### src/rtl/ws2812_rx.sv
// ws2812_rx: one-wire WS2812/NeoPixel decoder.
// Measures the synchronised line's high-pulse widths, turns them into bits,
// packs 24-bit GRB words, and reports the latch gap that ends a frame.
module ws2812_rx #(
  parameter int MIN_HIGH   = 2,
  parameter int BIT_THRESH = 10,
  parameter int MAX_HIGH   = 24,
  parameter int RESET_LOW  = 800
) (
  input  logic        CLK,
  input  logic        reset_n,
  input  logic        one_wire,
  output logic [23:0] color,
  output logic        color_valid,
  output logic [7:0]  pixel_index,
  output logic        frame_done,
  output logic [7:0]  frame_pixels,
  output logic        err_glitch,
  output logic        err_stuck,
  output logic        err_partial
);

  typedef enum logic [1:0] {WAIT_GAP, IDLE, HIGH} state_t;

  localparam logic [16:0] MIN_W    = 17'(MIN_HIGH);
  localparam logic [16:0] THRESH_W = 17'(BIT_THRESH);
  localparam logic [16:0] MAX_W    = 17'(MAX_HIGH);
  localparam logic [16:0] GAP_W    = 17'(RESET_LOW);

  logic        sync1, sync2, line_q;
  logic        edge_seen, rise, fall;
  logic [15:0] wcnt;
  logic [16:0] held;     // cycles the current level has been held, this cycle included
  logic [16:0] width;    // completed high width, meaningful on a falling edge

  state_t      state_q, state_d;
  logic [23:0] shift_q, shift_d;
  logic [4:0]  bits_q, bits_d;
  logic [7:0]  pix_q, pix_d;
  logic [23:0] color_d;
  logic [7:0]  pidx_d, fpix_d;
  logic        cv_d, fd_d, eg_d, es_d, ep_d;
  logic        bit_val;

  // Two-flop synchroniser plus a delayed copy for edge detection.
  // NOTE: sequential state uses non-blocking (<=) so every flop samples
  // pre-edge values; blocking here would collapse the synchroniser chain.
  always_ff @(posedge CLK or negedge reset_n) begin
    if (!reset_n) begin
      sync1  <= 1'b0;
      sync2  <= 1'b0;
      line_q <= 1'b0;
    end else begin
      sync1  <= one_wire;
      sync2  <= sync1;
      line_q <= sync2;
    end
  end

  assign edge_seen = sync2 ^ line_q;
  assign rise      = sync2 & ~line_q;
  assign fall      = ~sync2 & line_q;

  // Saturating width counter; restarts on each edge, where the edge cycle is
  // already the first cycle of the new level.
  always_ff @(posedge CLK or negedge reset_n) begin
    if (!reset_n)           wcnt <= '0;
    else if (edge_seen)     wcnt <= 16'd1;
    else if (wcnt != '1)    wcnt <= wcnt + 16'd1;
  end

  assign held    = edge_seen ? 17'd1 : ({1'b0, wcnt} + 17'd1);
  assign width   = {1'b0, wcnt};
  assign bit_val = (width >= THRESH_W);

  // Decoder next-state and registered-output logic.
  // NOTE: every variable gets a default before the case so no path leaves
  // one unassigned, which would otherwise infer a latch.
  always_comb begin
    state_d = state_q;
    shift_d = shift_q;
    bits_d  = bits_q;
    pix_d   = pix_q;
    color_d = color;
    pidx_d  = pixel_index;
    fpix_d  = frame_pixels;
    cv_d    = 1'b0;
    fd_d    = 1'b0;
    eg_d    = 1'b0;
    es_d    = 1'b0;
    ep_d    = 1'b0;
    case (state_q)
      WAIT_GAP: begin
        // Only a full latch gap proves we are at a word boundary.
        if (!sync2 && held >= GAP_W) state_d = IDLE;
      end
      IDLE: begin
        if (rise) begin
          state_d = HIGH;
        end else if (held == GAP_W) begin
          // Equality fires once; the saturated counter never matches again.
          if (bits_q != 5'd0) begin
            ep_d    = 1'b1;
            shift_d = '0;
            bits_d  = '0;
            pix_d   = '0;
          end else if (pix_q != 8'd0) begin
            fd_d   = 1'b1;
            fpix_d = pix_q;
            pix_d  = '0;
          end
        end
      end
      HIGH: begin
        if (fall) begin
          if (width < MIN_W) begin
            eg_d    = 1'b1;
            shift_d = '0;
            bits_d  = '0;
            pix_d   = '0;
            state_d = WAIT_GAP;
          end else begin
            state_d = IDLE;
            if (bits_q == 5'd23) begin
              color_d = {shift_q[22:0], bit_val};
              cv_d    = 1'b1;
              pidx_d  = pix_q;
              pix_d   = pix_q + 8'd1;   // wraps 255 -> 0 by design
              shift_d = '0;
              bits_d  = '0;
            end else begin
              shift_d = {shift_q[22:0], bit_val};
              bits_d  = bits_q + 5'd1;
            end
          end
        end else if (held >= MAX_W) begin
          es_d    = 1'b1;
          shift_d = '0;
          bits_d  = '0;
          pix_d   = '0;
          state_d = WAIT_GAP;
        end
      end
      default: state_d = WAIT_GAP;
    endcase
  end

  // Decoder state and output registers.
  always_ff @(posedge CLK or negedge reset_n) begin
    if (!reset_n) begin
      state_q      <= WAIT_GAP;
      shift_q      <= '0;
      bits_q       <= '0;
      pix_q        <= '0;
      color        <= '0;
      pixel_index  <= '0;
      frame_pixels <= '0;
      color_valid  <= 1'b0;
      frame_done   <= 1'b0;
      err_glitch   <= 1'b0;
      err_stuck    <= 1'b0;
      err_partial  <= 1'b0;
    end else begin
      state_q      <= state_d;
      shift_q      <= shift_d;
      bits_q       <= bits_d;
      pix_q        <= pix_d;
      color        <= color_d;
      pixel_index  <= pidx_d;
      frame_pixels <= fpix_d;
      color_valid  <= cv_d;
      frame_done   <= fd_d;
      err_glitch   <= eg_d;
      err_stuck    <= es_d;
      err_partial  <= ep_d;
    end
  end

endmodule

### config.mk
export PLATFORM = sky130hd
export DESIGN_NAME = ws2812_rx
export DESIGN_NICKNAME = d
export VERILOG_FILES = /design/src/rtl/ws2812_rx.sv
export SDC_FILE = /design/constraint.sdc
export NUM_CORES = 1
export LEC_CHECK = 0
export ABC_AREA = 1
export CORE_MARGIN = 1
export CORE_UTILIZATION = 47
export CTS_BUF_LIST = sky130_fd_sc_hd__clkbuf_4
export DETAILED_ROUTE_END_ITERATION = 8
export GPL_ROUTABILITY_DRIVEN = 0
export PLACE_DENSITY = 0.68
export SLEW_MARGIN = 20
export SYNTH_ARGS = -nofsm -noshare
export SYNTH_HDL_FRONTEND = slang
export SYNTH_SLANG_ARGS = --single-unit
### constraint.sdc
create_clock -name CLK -period 5.1 [get_ports CLK]
set_clock_uncertainty 0.15 [all_clocks]
set_input_delay 0.765 -clock CLK [delete_from_list [all_inputs] [get_ports CLK]]
set_output_delay 0.765 -clock CLK [all_outputs]
set_load 0.05 [all_outputs]
* Word-level counts from Yosys, hierarchy flattened
Cells that the tools add are included.
W data, S select, Z words.
** Word-level totals
- Flip-flop bits (word level) :: 102
- Input port bits :: 3
- Output and inout bits :: 45
- Word-level logic and storage cells :: 110
** Cells by class
- Add/sub/neg operators :: 4
- Order comparisons :: 4
- Equality and inequality tests :: 13
- Multiplexer cells :: 53
- Bitwise gates (word level) :: 8
- Reduce and logical (&&, ||, !) cells :: 12
** Operators with widths (number)
- $mux W23 :: 7
- $mux W8 :: 8
- $pmux W23 S2 :: 1
- $mux W5 :: 7
- $mux W16 :: 2
- $mux W1 :: 20
- $add A16 B1 Y17 const B :: 1
- $eq A17 B10 Y1 const B :: 1
- $ge A17 B10 Y1 const B :: 1
- $ge A17 B5 Y1 const B :: 1
- $mux W17 :: 1
- $add A16 B1 Y16 const B :: 1
- $ge A16 B4 Y1 const B :: 1
- $lt A16 B2 Y1 const B :: 1
- $ne A16 B16 Y1 const B :: 1
- $pmux W8 S2 :: 1
- $ne A2 B2 Y1 const B :: 5
- $pmux W5 S2 :: 1
- $reduce_and A5 Y1 :: 2
- $add A8 B1 Y8 const B :: 1
- $mux W2 :: 4
- $reduce_bool A8 Y1 :: 1
- $ne A3 B3 Y1 const B :: 2
- $pmux W2 S3 :: 1
- 16 further kinds :: 22

* Logic depth before layout (Yosys ltp)
- Depth after elaboration :: 6
- Gate-level depth with buffers :: 15
- Mapped depth without buffers :: 15

* Worst setup path after synthesis
OpenSTA, ideal clock, no wires.
- Path type :: reg2reg
- Start point :: register sync2
- End point :: register frame_pixels[6]
- Library setup time :: 0.120 ns
- Data arrival time :: 2.075 ns
- Required time :: 4.830 ns
- Slack :: 2.755 ns
- Stages on the path, launching flop included :: 15
- Buffers on the path :: 3
- Clock period less this slack :: 2.345 ns
- Cell sequence :: dfrtp_1 -> inv_1 -> ha_1 -> buf_2 -> inv_1 -> nor2_1 -> o21ai_0 -> nand3_1 -> nor3_2 -> nand3_2 -> or2_1 -> buf_6 -> buf_12 -> nand2_2 -> o21ai_2
** Between the ends
- Word-level cells in the longest chain between the ends :: 4
- Elaborated cells between the ends (all ways) :: 6
- Classes of those cells :: 1 x eq/ne; 1 x mux; 3 x bitwise; 1 x reduce/logical
** RTL lines
- from (decl) :: RTL line 30 : logic sync1, sync2, line_q;
- from (signal assigned) :: RTL line 55 : sync2 <= sync1;
- $xor A1 B1 Y1 :: RTL line 60 : assign edge_seen = sync2 ^ line_q;
- $mux W17 :: RTL line 72 : assign held = edge_seen ? 17'd1 : ({1'b0, wcnt} + 17'd1);
- $eq A17 B10 Y1 :: RTL line 100 : end else if (held == GAP_W) begin
- $reduce_and A5 Y1 (no line) (*)
- to (signal assigned) :: RTL line 170 : frame_pixels <= fpix_d;
- to (decl) :: RTL line 17 : output logic [7:0] frame_pixels,
Mark *: on every way between the ends. The rest lies on a longest branch, timed or not.
A chain may end at the register's enable or synchronous reset.

* Worst setup path in the final report
- Start point :: register sync2
- End point :: register frame_pixels[5]
The elaborated chain is that of the path after synthesis.

==> out/metrics.csv <==
stage,metric,value,unit
logic_synthesis,Syn. warnings,0,
setup_path,"Max FO, Critical Path",18,
clocking,CTS tree,yes,
sta,fmax,0.324,GHz
die,Die Height,105,um
detailed_routing,antenna-violating nets left,0,
setup_path,CP endpoint kind,register,
sta,# setup viols final,0,
logic_synthesis,post-synthesis sequential area ratio,51.2,%
global_routing,largest net degree at the start of global routing,56,
global_routing,grt total ovfl,0,
logic_synthesis,gate count of the mapped netlist,610,
placed_design,PortBufs,47,
setup_path,crit start category,register,
global_routing,initial antenna violation count,0,
clocking,clk sinks,102,
sta,TNS Setup,0,ns
logic_synthesis,Mapped Avg Cell Area,8.18,sq um
sta,Final WS setup,2.01,ns
sta,Final Critical Period,3.09,ns
logic_synthesis,syn_nets,621,
outcome,status,completed,
clocking,H-tree depth,3,
die,Core ar.,0.0103,sq mm
die,Ports,48,
finish,Layout area overhead,13.3,%
setup_path,worst path arrival time,3.33,ns
logic_synthesis,"Cell Area, Synth",0.00499,sq mm
clocking,clock slew seen by the registers of the worst setup and hold paths,0.16,ns
clocking,clock root buffer,clkbuf_4,
die,Die Wd,105,um
detailed_routing,DRC,0,
finish,Fillers,934,
detailed_routing,number of detailed-route iterations in the first pass,6,
finish,antenna cells,0,
finish,layout net count,664,
sta,RSZ-0062 raised after global routing,false,
detailed_routing,via/cell ratio,5.02,
clocking,"Clk Latency, worst-skew pair",0.46,ns
setup_path,Worst EP required,5.34,ns
die,row count,37,
worst_hold_path,class of the worst hold path,in -> async,
sta,Final Slew Violations,0,
power_and_ir_drop,maximum vdd ir drop,0.105,mV
detailed_routing,initial DRC count,172,
sta,period utilisation layout,60.5,%
clocking,CTS Buffer Depth,2,
clocking,CTS Buf Count,9,
placed_design,Post-DP HPWL,7.04,mm
detailed_routing,DR vias,3982,
clocking,quantity of hold-fixing buffers added after cts,0,
sta,Fin. Hold Viols,0,
global_routing,All-Layer GR Usage,19.8,%
finish,layout cells sized above 1,10.8,%
die,die area,0.0110,sq mm
global_routing,first-pass GRT wire length,17.4,mm
clocking,Post-CTS Resized,0,
global_routing,vias in the first global route,3716,
logic_synthesis,Synth Register Bits,102,
job,max-cap viol count,0,
sta,Worst slew margin,51.4,%
power_and_ir_drop,Power Density,226,mW/mm^2
power_and_ir_drop,Pleak,2.95,nW
logic_synthesis,Yosys cell types,38,
detailed_routing,WL/cell,12.5,um
sta,Slew @ Worst Pin,0.729,ns
die,initial core utilization,48.3,%
detailed_routing,final WL,9.94,mm
setup_path,Setup CP Type,reg -> reg,
clocking,# Post-CTS Setup Buffers,0,
placed_design,pre-CTS WS,2.08,ns
==> critical path: stages (launching register included) <==
cell     delay (ns)
dfrtp_1        0.40
inv_1          0.06
ha_1           0.71
nand4_1        0.63
nand4_1        0.26
or2_1          0.59
nand2_1        0.14
o21ai_2        0.08
==> Yosys cell counts <==
master	number	share of area [%]
nand2_1	255	19
dfrtp_1	102	51
inv_1	48	3.6
nor2_1	36	2.7
nand3_1	24	2.4
o21ai_0	17	1.7
nand2_2	12	1.5
nand4_1	11	1.4
nor3_1	9	0.90
o21bai_1	9	1.4
ha_1	8	2.0
inv_2	8	0.60
nand3_2	8	1.6
o21ai_2	8	1.4
a21oi_1	7	0.70
clkbuf_1	6	0.45
nor2_2	6	0.75
buf_2	5	0.50
nor2_4	5	1.1
nor4_1	4	0.50
buf_6	3	0.68
nand4_2	2	0.50
xor2_1	2	0.35
a21o_1	1	0.15
a31oi_1	1	0.13
a41oi_1	1	0.18
buf_12	1	0.40
buf_4	1	0.15
clkinv_1	1	0.075
nand2_4	1	0.23
nand3b_1	1	0.15
nand4_4	1	0.43
nor3_2	1	0.20
o21a_1	1	0.15
o21ai_1	1	0.10
o21bai_2	1	0.23
or2_1	1	0.13
xnor2_1	1	0.18
==> cells by family (layout without fill, tap and decap cells) <==
family / after synthesis / after routing / share of synthesized area (%)
AND/OR/NAND/NOR: 377 / 377 / 33.7
flip-flops: 102 / 102 / 51.2
buffers and inverters: 73 / 121 / 6.47
AO/OA/AOI/OAI: 47 / 47 / 6.10
adder cells (fa/ha/maj): 8 / 8 / 2.01
XOR/XNOR: 3 / 3 / 0.527
==> path summary, 6_finish.rpt <==
kind / from / to / slack [ns] / depth (start not counted)
worst max-delay path: sync2$_DFF_PN0_ / frame_pixels[5]$_DFFE_PN0P_ / 2.01 / 7
worst min-delay path: reset_n / frame_pixels[1]$_DFFE_PN0P_ / 0.14 / 1
worst max register to register: sync2$_DFF_PN0_ / frame_pixels[5]$_DFFE_PN0P_ / 2.01 / 7
worst min register to register: sync1$_DFF_PN0_ / sync2$_DFF_PN0_ / 0.25 / 0
max in group asynchronous: reset_n / shift_q[11]$_DFFE_PN0P_ / 3.56 / 2
min in group CLK: sync1$_DFF_PN0_ / sync2$_DFF_PN0_ / 0.25 / 0
==> layer usage <==
metal  GRT usage, %  up-vias  share of wire, %  routed length (um)
met5              0        -                 0                   0
met4           9.26        0               2.1                 208
met3           2.81       17               4.7                 463
met2           30.8      126                47                4650
met1           27.5     1835                46                4620
li1               -     2004                 -                   -
==> report_power, final <==
part           switching, mW  total, mW  internal (mW)  leakage (nW)
sequential            0.0101      0.826          0.816          1.41
clock                  0.286      0.394          0.108        0.0701
combinational         0.0416     0.0568         0.0151          1.47
==> flip-flops by register name (all words and copies together), names as in the netlist <==
| register | count |
|---|---|
| sync2 | 1 |
| wcnt | 16 |
| bits_q | 5 |
| line_q | 1 |
| color_valid | 1 |
| state_q | 2 |
| frame_done | 1 |
| pix_q | 8 |
| pixel_index | 8 |
| err_partial | 1 |
| err_glitch | 1 |
| shift_q | 23 |
| err_stuck | 1 |
| sync1 | 1 |
| frame_pixels | 8 |
| color | 24 |
==> through the flow <==
stage / cell area [sq um] / util [%] / total power, mW / instances / hold slack (ns)
6_report: 5650 / 54.7 / 1.28 / 794 / 0.140
5_1_grt: 5650 / 54.7 / 1.33 / 794 / 0.170
4_1_cts: 5650 / 54.7 / 1.29 / 794 / 0.144
3_5_place_dp: 5520 / 53.5 / 0.898 / 778 / 0.220
3_3_place_gp: 5520 / 53.5 / 0.897 / 778 / 0.211
2_1_floorplan: 4990 / - / 0.874 / 610 / 0.181
==> area by class of cell <==
class / count / area (sq um) / share of cell area [%]
clock buffers: 9 / 67.6 / 1.20
flip-flops and latches: 102 / 2550 / 45.2
clock inverters: 7 / 57.6 / 1.02
repair buffers: 48 / 475 / 8.42
inverters: 57 / 214 / 3.79
well taps: 136 / 170 / 3.01
multi-input cells: 435 / 2110 / 37.4
==> cell usage in the layout (no fill, tap or decap), types with 2 or more instances in the layout <==
cell type / synthesis / final
a21oi_1: 7 / 7
buf_4: 1 / 2
clkbuf_4: 0 / 9
clkdlybuf4s50_1: 0 / 46
clkinv_2: 0 / 2
dfrtp_1: 102 / 102
ha_1: 8 / 8
inv_1: 48 / 48
inv_2: 8 / 8
inv_8: 0 / 2
nand2_1: 255 / 255
nand2_2: 12 / 12
nand3_1: 24 / 24
nand3_2: 8 / 8
nand4_1: 11 / 11
nand4_2: 2 / 2
nor2_1: 36 / 36
nor2_2: 6 / 6
nor2_4: 5 / 5
nor3_1: 9 / 9
nor4_1: 4 / 4
o21ai_0: 17 / 17
o21ai_2: 8 / 8
o21bai_1: 9 / 9
xor2_1: 2 / 2
(Power assumes the default switching activity.)
